==> config.mk <==
export PLATFORM = sky130hd
export DESIGN_NAME = compressor_multichannel_flat
export DESIGN_NICKNAME = d
export VERILOG_FILES = /design/src/rtl/compressor_pkg.sv /design/src/rtl/compressor_multichannel_if.sv /design/src/rtl/compressor_envelope.sv /design/src/rtl/compressor_multichannel.sv /design/src/flat_wrapper.sv
export SDC_FILE = /design/constraint.sdc
export NUM_CORES = 1
export LEC_CHECK = 0
export CAP_MARGIN = 20
export CORE_MARGIN = 2
export CORE_UTILIZATION = 52
export CTS_BUF_LIST = sky130_fd_sc_hd__clkbuf_16
export CTS_CLUSTER_DIAMETER = 50
export CTS_CLUSTER_SIZE = 24
export DETAILED_ROUTE_END_ITERATION = 6
export PLACE_DENSITY_LB_ADDON = 0.2
export SYNTH_ARGS = -nofsm -noshare
export SYNTH_HDL_FRONTEND = slang
export SYNTH_SLANG_ARGS = --single-unit
==> constraint.sdc <==
create_clock -name clock -period 14 [get_ports clock]
set_clock_uncertainty 0.2 [all_clocks]
set_input_delay 1.4 -clock clock [delete_from_list [all_inputs] [get_ports clock]]
set_output_delay 1.4 -clock clock [all_outputs]
set_load 0.05 [all_outputs]
==> src/rtl/compressor_pkg.sv <==
// Shared definitions for the multichannel compressor: ratio encodings,
// controller state enum and the saturating absolute-value helper.
package compressor_pkg;

  // ratio_sel encodings; the value is also the right-shift r used for the reduction
  localparam logic [1:0] RATIO_BYPASS = 2'd0;
  localparam logic [1:0] RATIO_2      = 2'd1;
  localparam logic [1:0] RATIO_4      = 2'd2;
  localparam logic [1:0] RATIO_8      = 2'd3;

  typedef enum logic [2:0] {
    StIdle,
    StMag,
    StGain,
    StApply,
    StDone
  } state_e;

  // |x| clipped to 2^(width-1)-1 so the most-negative sample maps to full scale
  function automatic logic [31:0] sat_abs(input logic signed [31:0] x, input int unsigned width);
    logic signed [31:0] max_pos;
    logic signed [31:0] a;
    max_pos = (32'sd1 <<< (width - 1)) - 32'sd1;
    a = (x < 0) ? -x : x;
    if (a > max_pos) a = max_pos;
    return unsigned'(a);
  endfunction

endpackage

==> src/rtl/compressor_multichannel_if.sv <==
// Frame handshake and control bundle between sample source and compressor.
// makeup_shift exists only when COMPRESSOR_MAKEUP_GAIN_EN is defined.
interface compressor_multichannel_if
  import compressor_pkg::*;
#(
  parameter int unsigned WIDTH    = 12,
  parameter int unsigned CHANNELS = 2
);
  logic                      start;
  logic                      enable;
  logic [CHANNELS*WIDTH-1:0] sample_in;
  logic [WIDTH-2:0]          threshold;
  logic [1:0]                ratio_sel;
  logic [3:0]                attack_shift;
  logic [3:0]                release_shift;
`ifdef COMPRESSOR_MAKEUP_GAIN_EN
  logic [1:0]                makeup_shift;
`endif
  logic [CHANNELS*WIDTH-1:0] sample_out;
  logic [WIDTH-2:0]          gain_reduction;
  logic                      busy;
  logic                      done;

  modport master (
    output start, enable, sample_in, threshold, ratio_sel, attack_shift, release_shift,
`ifdef COMPRESSOR_MAKEUP_GAIN_EN
    output makeup_shift,
`endif
    input  sample_out, gain_reduction, busy, done
  );

  modport slave (
    input  start, enable, sample_in, threshold, ratio_sel, attack_shift, release_shift,
`ifdef COMPRESSOR_MAKEUP_GAIN_EN
    input  makeup_shift,
`endif
    output sample_out, gain_reduction, busy, done
  );

endinterface

==> src/rtl/compressor_envelope.sv <==
// Per-channel peak envelope follower: one shared update datapath plus an
// envelope register per channel, selected by the channel index.
module compressor_envelope
  import compressor_pkg::*;
#(
  parameter int unsigned WIDTH    = 12,
  parameter int unsigned CHANNELS = 2,
  localparam int unsigned ChW     = (CHANNELS > 1) ? $clog2(CHANNELS) : 1
) (
  input  logic             clock,
  input  logic             reset,
  input  logic             update,
  input  logic [ChW-1:0]   ch,
  input  logic [WIDTH-2:0] mag,
  input  logic [3:0]       attack_shift,
  input  logic [3:0]       release_shift,
  output logic [WIDTH-2:0] env
);

  logic [WIDTH-2:0] env_q [CHANNELS];
  logic [WIDTH-2:0] env_next;

  assign env = env_q[ch];

  // Move a shifted fraction of the gap toward mag; the step never overshoots, so no wrap
  always_comb begin
    env_next = env;
    if (mag > env) env_next = env + ((mag - env) >> attack_shift);
    else           env_next = env - ((env - mag) >> release_shift);
  end

  // Envelope storage, written only during the channel's magnitude step
  always_ff @(posedge clock) begin
    if (!reset) begin
      for (int i = 0; i < CHANNELS; i++) env_q[i] <= '0;
    end else if (update) begin
      env_q[ch] <= env_next;
    end
  end

endmodule

==> src/rtl/compressor_multichannel.sv <==
// Time-multiplexed hard-knee compressor: per channel MAG -> GAIN -> APPLY,
// then a one-cycle DONE that publishes the frame. Optional makeup gain is
// enabled with COMPRESSOR_MAKEUP_GAIN_EN.
module compressor_multichannel
  import compressor_pkg::*;
#(
  parameter int unsigned WIDTH         = 12,
  parameter int unsigned CHANNELS      = 2,
  parameter int unsigned SAMPLING_RATE = 24000
) (
  input logic                       clock,
  input logic                       reset,
  compressor_multichannel_if.slave  bus
);

  localparam int unsigned    ChW    = (CHANNELS > 1) ? $clog2(CHANNELS) : 1;
  localparam int unsigned    BoostW = WIDTH + 3;
  localparam logic [BoostW-1:0] MaxPos = BoostW'((1 << (WIDTH - 1)) - 1);
  localparam logic [WIDTH-1:0]  MinNeg = {1'b1, {(WIDTH - 1){1'b0}}};
  localparam logic [ChW-1:0]    LastCh = ChW'(CHANNELS - 1);

  state_e                    state_q, state_d;
  logic [ChW-1:0]            ch_q, ch_d;

  logic [CHANNELS*WIDTH-1:0] frame_q, work_q, frame_next, sample_out_q;
  logic                      enable_q;
  logic [1:0]                ratio_q;
  logic [WIDTH-2:0]          threshold_q;
  logic [3:0]                attack_q, release_q;
`ifdef COMPRESSOR_MAKEUP_GAIN_EN
  logic [1:0]                makeup_q;
`endif
  logic [WIDTH-2:0]          mag_q, red_q, red_max_q, red_max_next, gain_q;

  logic signed [WIDTH-1:0]   x_cur;
  logic [WIDTH-2:0]          mag_cur, env_cur, excess, red_cur, res_mag;
  logic [BoostW-1:0]         boosted;
  logic [WIDTH-1:0]          y;

  assign x_cur   = frame_q[ch_q*WIDTH +: WIDTH];
  assign mag_cur = (WIDTH - 1)'(sat_abs(32'(x_cur), WIDTH));

  compressor_envelope #(
    .WIDTH    (WIDTH),
    .CHANNELS (CHANNELS)
  ) u_envelope (
    .clock         (clock),
    .reset         (reset),
    .update        (state_q == StMag),
    .ch            (ch_q),
    .mag           (mag_cur),
    .attack_shift  (attack_q),
    .release_shift (release_q),
    .env           (env_cur)
  );

  // Controller state register
  always_ff @(posedge clock) begin
    if (!reset) begin
      state_q <= StIdle;
      ch_q    <= '0;
    end else begin
      state_q <= state_d;
      ch_q    <= ch_d;
    end
  end

  // Sequencing: three steps per channel, start honoured only when idle
  always_comb begin
    state_d = state_q;
    ch_d    = ch_q;
    unique case (state_q)
      StIdle: begin
        if (bus.start) begin
          state_d = StMag;
          ch_d    = '0;
        end
      end
      StMag:  state_d = StGain;
      StGain: state_d = StApply;
      StApply: begin
        if (ch_q == LastCh) begin
          state_d = StDone;
        end else begin
          ch_d    = ch_q + 1'b1;
          state_d = StMag;
        end
      end
      StDone:  state_d = StIdle;
      default: state_d = StIdle;
    endcase
  end

  // Subtractive reduction from the envelope excess over threshold
  always_comb begin
    excess  = (env_cur > threshold_q) ? env_cur - threshold_q : '0;
    red_cur = excess - (excess >> ratio_q);
    if (!enable_q || ratio_q == RATIO_BYPASS) red_cur = '0;
  end

  // Apply reduction, optional makeup boost, restore sign with saturation
  always_comb begin
    res_mag = (mag_q > red_q) ? mag_q - red_q : '0;
`ifdef COMPRESSOR_MAKEUP_GAIN_EN
    boosted = BoostW'(res_mag) << makeup_q;
`else
    boosted = BoostW'(res_mag);
`endif
    // A zero magnitude negates to zero, so no negative zero can appear
    if (x_cur[WIDTH-1]) y = (boosted > MaxPos) ? MinNeg : -WIDTH'(boosted);
    else                y = (boosted > MaxPos) ? MaxPos[WIDTH-1:0] : WIDTH'(boosted);
    frame_next = work_q;
    frame_next[ch_q*WIDTH +: WIDTH] = y;
    red_max_next = (red_q > red_max_q) ? red_q : red_max_q;
  end

  // Datapath registers; the output frame is published on entry to DONE
  always_ff @(posedge clock) begin
    if (!reset) begin
      frame_q      <= '0;
      work_q       <= '0;
      sample_out_q <= '0;
      enable_q     <= 1'b0;
      ratio_q      <= '0;
      threshold_q  <= '0;
      attack_q     <= '0;
      release_q    <= '0;
`ifdef COMPRESSOR_MAKEUP_GAIN_EN
      makeup_q     <= '0;
`endif
      mag_q        <= '0;
      red_q        <= '0;
      red_max_q    <= '0;
      gain_q       <= '0;
    end else begin
      unique case (state_q)
        StIdle: begin
          if (bus.start) begin
            frame_q     <= bus.sample_in;
            enable_q    <= bus.enable;
            ratio_q     <= bus.ratio_sel;
            threshold_q <= bus.threshold;
            attack_q    <= bus.attack_shift;
            release_q   <= bus.release_shift;
`ifdef COMPRESSOR_MAKEUP_GAIN_EN
            makeup_q    <= bus.makeup_shift;
`endif
            red_max_q   <= '0;
          end
        end
        StMag:  mag_q <= mag_cur;
        StGain: red_q <= red_cur;
        StApply: begin
          work_q    <= frame_next;
          red_max_q <= red_max_next;
          if (ch_q == LastCh) begin
            sample_out_q <= frame_next;
            gain_q       <= red_max_next;
          end
        end
        default: ;
      endcase
    end
  end

  assign bus.sample_out     = sample_out_q;
  assign bus.gain_reduction = gain_q;
  assign bus.busy           = (state_q != StIdle);
  assign bus.done           = (state_q == StDone);

endmodule
==> src/flat_wrapper.sv <==
// flat-port wrapper written by rule: the top's interface ports become plain ports
module compressor_multichannel_flat import compressor_pkg::*;
#(
  parameter int unsigned WIDTH         = 12,
  parameter int unsigned CHANNELS      = 2,
  parameter int unsigned SAMPLING_RATE = 24000
)
  (clock, reset, bus_start, bus_enable, bus_sample_in, bus_threshold, bus_ratio_sel, bus_attack_shift, bus_release_shift, bus_sample_out, bus_gain_reduction, bus_busy, bus_done);
  compressor_multichannel_if #(.WIDTH(WIDTH), .CHANNELS(CHANNELS)) bus_i ();
  input logic clock;
  input logic reset;
  input wire logic [$bits(bus_i.start)-1:0] bus_start;
  input wire logic [$bits(bus_i.enable)-1:0] bus_enable;
  input wire logic [$bits(bus_i.sample_in)-1:0] bus_sample_in;
  input wire logic [$bits(bus_i.threshold)-1:0] bus_threshold;
  input wire logic [$bits(bus_i.ratio_sel)-1:0] bus_ratio_sel;
  input wire logic [$bits(bus_i.attack_shift)-1:0] bus_attack_shift;
  input wire logic [$bits(bus_i.release_shift)-1:0] bus_release_shift;
  output wire logic [$bits(bus_i.sample_out)-1:0] bus_sample_out;
  output wire logic [$bits(bus_i.gain_reduction)-1:0] bus_gain_reduction;
  output wire logic [$bits(bus_i.busy)-1:0] bus_busy;
  output wire logic [$bits(bus_i.done)-1:0] bus_done;
  assign bus_i.start = bus_start;
  assign bus_i.enable = bus_enable;
  assign bus_i.sample_in = bus_sample_in;
  assign bus_i.threshold = bus_threshold;
  assign bus_i.ratio_sel = bus_ratio_sel;
  assign bus_i.attack_shift = bus_attack_shift;
  assign bus_i.release_shift = bus_release_shift;
  assign bus_sample_out = bus_i.sample_out;
  assign bus_gain_reduction = bus_i.gain_reduction;
  assign bus_busy = bus_i.busy;
  assign bus_done = bus_i.done;
  compressor_multichannel #(.WIDTH(WIDTH), .CHANNELS(CHANNELS), .SAMPLING_RATE(SAMPLING_RATE)) u_core (.clock(clock), .reset(reset), .bus(bus_i));
endmodule
Yosys cells after proc, flatten, opt, wreduce, memory -nomap -nowiden
Memory sizes are Yosys's and may differ from the RTL's. A register that Yosys moved wholly into a read port is not among the register bits.
Cells that the tools add are included.
Cells by class
  eq/ne operators: 5
  shift operators: 6
  $add $sub $neg: 11
  multiplexer cells: 26
  reduce and logical (&&, ||, !) cells: 10
  order comparisons: 6
  $mul: 1
Operators by type and width (count)
  2-to-1 mux 11 bit: 8
  subtractor 11 bit: 6
  > comparator 11 bit: 4
  negator 5 -> 34 bit: 1
  variable shift 12 x 34 -> 24 bit, first input constant: 1
  variable part select 12 x 34 -> 24 bit: 1
  > comparator 32 x 12 -> 1 bit, second input constant: 1
  2-to-1 mux 32 bit: 1
  negator 12 -> 32 bit: 1
  bitwise mux 24 bit: 1
  variable part select 24 x 6 -> 12 bit: 1
  case mux 11 bit (2 select lines): 1
  right shift 11 x 4 -> 11 bit: 2
  less-than comparator 12 x 1 -> 1 bit, second input constant: 1
  2-to-1 mux 12 bit: 1
  negator 11 -> 12 bit: 1
  case mux 3 bit (4 select lines): 1
  adder 11 bit: 1
  OR reduction 11 bit: 1
  right shift 11 x 2 -> 11 bit: 1
  2-to-1 mux 1 bit: 10
  equality test 3 x 2 -> 1 bit, second input constant: 2
  2-to-1 mux 3 bit: 2
  AND reduction 2 bit: 3
  other kinds (12): 12
Word-level totals
  memories kept: 1
  register bits: 142
  memory bits (writable): 22
  output and inout bits: 37
Memory list
  u_core.u_envelope.env_q: words 2, bits a word 11, read ports 1, clocked after Yosys merged registers in 1, write ports 2, line compressor_envelope.sv:20  | logic [WIDTH-2:0] env_q [CHANNELS];

Logic depth before layout (Yosys ltp)
  word-level depth: 11
  gate-level depth with buffers: 36
  mapped depth without buffers: 33

Cells and area by module
Synthesis repeated with hierarchy kept, for this count alone.
Unflattened totals
  cells, all modules: 1463
  area total of the unflattened synthesis: 11275.8 µm²
By module, submodules not included
  compressor_multichannel: cells an instance 982, times used 1, area each 7586.0 µm²
  compressor_envelope: cells an instance 481, times used 1, area each 3689.8 µm²

Worst setup path after synthesis
No wires, ideal clock.
  kind: register -> register
  start: register u_core.ch_q
  end: memory u_core.u_envelope.env_q[0][10] in the netlist's numbering, data pin
  path slack: 6.727 ns
  buffers on the path: 1
  arrival time: 6.804 ns
  data required time: 13.531 ns
  stages on the path, launching flop included: 32
  period minus slack after synthesis: 7.273 ns
  path through: dfxtp_1 or4_4 a222oi_1 and3_1 buf_6 nor2_1 a21oi_1 inv_1 ha_1 a21oi_1 o21bai_1 a211o_1 a21o_4 a22o_1 o311ai_1 a21oi_1 a21o_1 ha_1 nand2b_1 o31ai_1 fa_1 a21o_1 a21oi_1 o21ai_0 a21oi_1 o21bai_1 a21oi_1 o21bai_1 a21oi_1 xnor2_1 nor4_1 nor3b_1
RTL lines
  start, declared: line compressor_multichannel.sv:23  | logic [ChW-1:0] ch_q, ch_d;
  start signal, assigned: line compressor_multichannel.sv:64  | ch_q <= ch_d;
  end, declared: line compressor_envelope.sv:20

==> flow_summary.ini <==
[power]
internal-power_mw = 1.440
switching_power_mw = 1.350
pwr-share-clk = 0.158
switching_share = 0.4837
comb_power_share = 0.659
p_per_area_mw_per_mm2 = 217.6
p_leak_nw = 4.915
p_seq_frac = 0.183
ir_drop_mv = 0.1302

[global_route]
grtUsageTotal = 0.2713
grt.overflow.total = 0
grt_max_degree = 53
grt_pass1_wl_mm = 49.47
antenna_found_initial = 1
grt_pass1_vias = 9808

[setup_path]
r2r_slack_ns = 5.20
reg2reg_depth = 31
slowest_delay_ns = 0.75
cp_top_family = compound AO/OA/AOI/OAI gates
critical_path_required_ns = 13.96
r2r_start = u_core.ch_q$_SDFFE_PN0P_
critPathMaxFanout = 31
end_kind = register
path_class = register to register
critPathLaunchType = register
r2r-end = u_core.u_envelope.env_q[1][10]$_SDFFCE_PN0P_
arrival_ns = 8.76
crit_slowest_cell = a222oi_1
cp.buffers_inverters = 2
cpMostUsedCell = a21oi_1

[yosys]
yosys.area.top_type = dfxtp_1
synth-seq-cells = 153
netlist.area_leader.share = 0.2322
async_flop_share = 0
synth_cells = 1482
yosysWarnings = 0
synth_edf_count = 22
syn-num-nets = 1613
syn_area_per_cell_um2 = 7.619
synth_most_common_cell = nand2_1
synth.yosys.seq_area_share = 0.2907
synthTopCellsByCount = 208 x nand2_1, 149 x nor2_1, 143 x a21oi_1, 131 x dfxtp_1, 104 x inv_1
ys_types = 88
syn_area_mm2 = 0.01129
yosys-top-cells-area = dfxtp_1 23%, ha_1 8.5%, nand2_1 6.9%, a21oi_1 6.3%, edfxtp_1 5.9%
ys.flop_type = dfxtp_1

[finish]
finalNonFillerCells = 1803
drive_above_1_share = 0.06283
nNetsFinal = 1646
diodes = 0
nFillCells = 1917
final_area_mm2 = 0.01282
syn2layout_area_growth_pct = 13.54
postLayoutCoreUtil = 0.6061

[cts]
cts_setup_buffers = 0
clock_path_buffers = 2
cts_resized = 0
cts_buffers = 17
cts_tree = yes
root_buffer = clkbuf_16
htree_num_levels = 4
cts.sinks = 153
insertion_delay_ns = 0.43
ctsHoldBuffers = 0
path_clk_slew_ns = 0.07

[outcome]
status = completed

[min_path]
min_delay_worst_endpoint = u_core.bus.sample_out[12]$_SDFFE_PN0P_
worstHoldStart = u_core.bus.sample_out[12]$_SDFFE_PN0P_
holdPathStages = 2
hold_path.class = register to register

[timing]
finalMaxSlewViolations = 0
maxSlewHeadroom = 0.3668
finalCriticalPeriod_ns = 8.800
min_period_over_period = 0.6286
rsz0062_at_grt = no
fin_tns_setup_ns = 0
worstMarginPinSlew_ns = 0.9497
setup_viol = 0
fmax_ghz = 0.1136
hold_violations = 0
whs_ns = 0.2523

[floorplanning]
dieArea_mm2 = 0.02291
core_area_mm2 = 0.02115
io_pins = 86
die_y_um = 151.4
die_x_um = 151.4
start_util = 0.5338
row_count = 53

[place]
dp.final_hpwl_mm = 22.96
placed_cell_area_mm2 = 0.01228
place_congestion = 0.9624
dpl.cell_count = 1771
port_buffers = 85

[drt]
wirelength_mm = 30.65
antenna_left = 0
drc_errors = 0
via_count = 10720
first_pass_iters = 6
post_drt_via_cell_ratio = 5.946
drt-initial-drc-count = 789
wl_per_cell_um = 17.00

[flow_run]
drv_cap = 0
[worst max-delay path by stage]
stage	startpoint	to	slack, ns	cells past startpoint
3_5_place_dp	u_core.ch_q$_SDFFE_PN0P_	u_core.u_envelope.env_q[0][10]$_SDFFCE_PN0P_	5.35	31
4_1_cts	u_core.ch_q$_SDFFE_PN0P_	u_core.u_envelope.env_q[1][10]$_SDFFCE_PN0P_	5.32	31
3_3_place_gp	u_core.ch_q$_SDFFE_PN0P_	u_core.u_envelope.env_q[0][10]$_SDFFCE_PN0P_	5.58	31
2_1_floorplan	u_core.ch_q$_SDFFE_PN0P_	u_core.u_envelope.env_q[0][10]$_SDFFCE_PN0P_	6.73	31
5_1_grt	u_core.ch_q$_SDFFE_PN0P_	u_core.u_envelope.env_q[1][10]$_SDFFCE_PN0P_	4.53	31
6_report	u_core.ch_q$_SDFFE_PN0P_	u_core.u_envelope.env_q[1][10]$_SDFFCE_PN0P_	5.20	31
[power groups by stage]
stage	Sequential [mW]	Clock, mW	Combinational, mW
floorplan	0.504	0	1.41
global placement	0.519	0	1.77
detailed placement	0.521	0	1.80
CTS	0.511	0.445	1.81
global route	0.517	0.464	2.03
finish	0.512	0.441	1.84
[cells in the final DEF, fill, tap and decap left out, drive strengths merged, types with 14 or more instances in the layout]
master / Yosys / final
clkbuf: 74 / 17
xnor2: 40 / 40
nand4: 14 / 14
inv: 104 / 114
ha: 77 / 77
a21o: 18 / 18
a21oi: 145 / 145
xor2: 15 / 15
nand2: 209 / 209
clkdlybuf4s50: 0 / 85
a22oi: 17 / 17
o21a: 15 / 15
mux2i: 45 / 45
a211oi: 41 / 41
nand3: 42 / 42
nor3: 27 / 27
nor4: 15 / 15
o21ai: 70 / 70
edfxtp: 22 / 22
nor2: 149 / 149
dfxtp: 131 / 131
[per-stage QoR]
step                      total power, mW  setup slack, ns
final                               2.790            5.200
after global routing                3.008            4.533
after CTS                           2.770            5.324
after detailed placement            2.318            5.352
after global placement              2.291            5.584
after floorplan                     1.917            6.727
[area by class of cell]
cell class / count / area, um2 / area share
Timing Repair Buffer: 98 / 960.9 / 0.07495
Clock buffer: 17 / 425.4 / 0.03318
Clock inverter: 15 / 116.4 / 0.009076
Multi-Input combinational cell: 1139 / 7293 / 0.5689
Tap cell: 275 / 344.1 / 0.02684
Inverter: 106 / 397.9 / 0.03103
Sequential cell: 153 / 3283 / 0.2561
[layer usage]
metal  global-route usage  wire length (um)  vias up
met3              0.04036              1801       41
met4              0.08131               568        2
met5                    0                 7        -
met2               0.4588             14610      340
li1                     -                 -     5291
met1               0.3580             13660     5046
[tightest hold or removal path, stage by stage (launching register included)]
cell and delay, ns:
dfxtp_1 0.31, nand2_1 0.05, a21oi_1 0.05
[state kept, by name (all words and copies together), names as in the netlist, named ones only]
signal and count:
u_core.attack_q 4, u_core.bus.gain_reduction 11, u_core.bus.sample_out 24, u_core.ch_q 1, u_core.enable_q 1, u_core.frame_q 24
u_core.mag_q 11, u_core.ratio_q 2, u_core.red_max_q 11, u_core.red_q 11, u_core.release_q 4, u_core.state_q 3
u_core.threshold_q 11, u_core.u_envelope.env_q 22, u_core.work_q 12
[kinds of logic (layout without fill, tap and decap cells)]
group	Yosys count	count (layout)	share of synthesized area
and+or+nand+nor	546	546	0.2221
adders and majority gates	82	82	0.09418
buffers and inverters	190	236	0.06415
xor gates and xnor gates	55	55	0.04266
AOI/OAI and AO/OA	399	399	0.2334
DFF	153	153	0.2907
muxes	57	57	0.05285
Power figures use the tool's default switching activity.
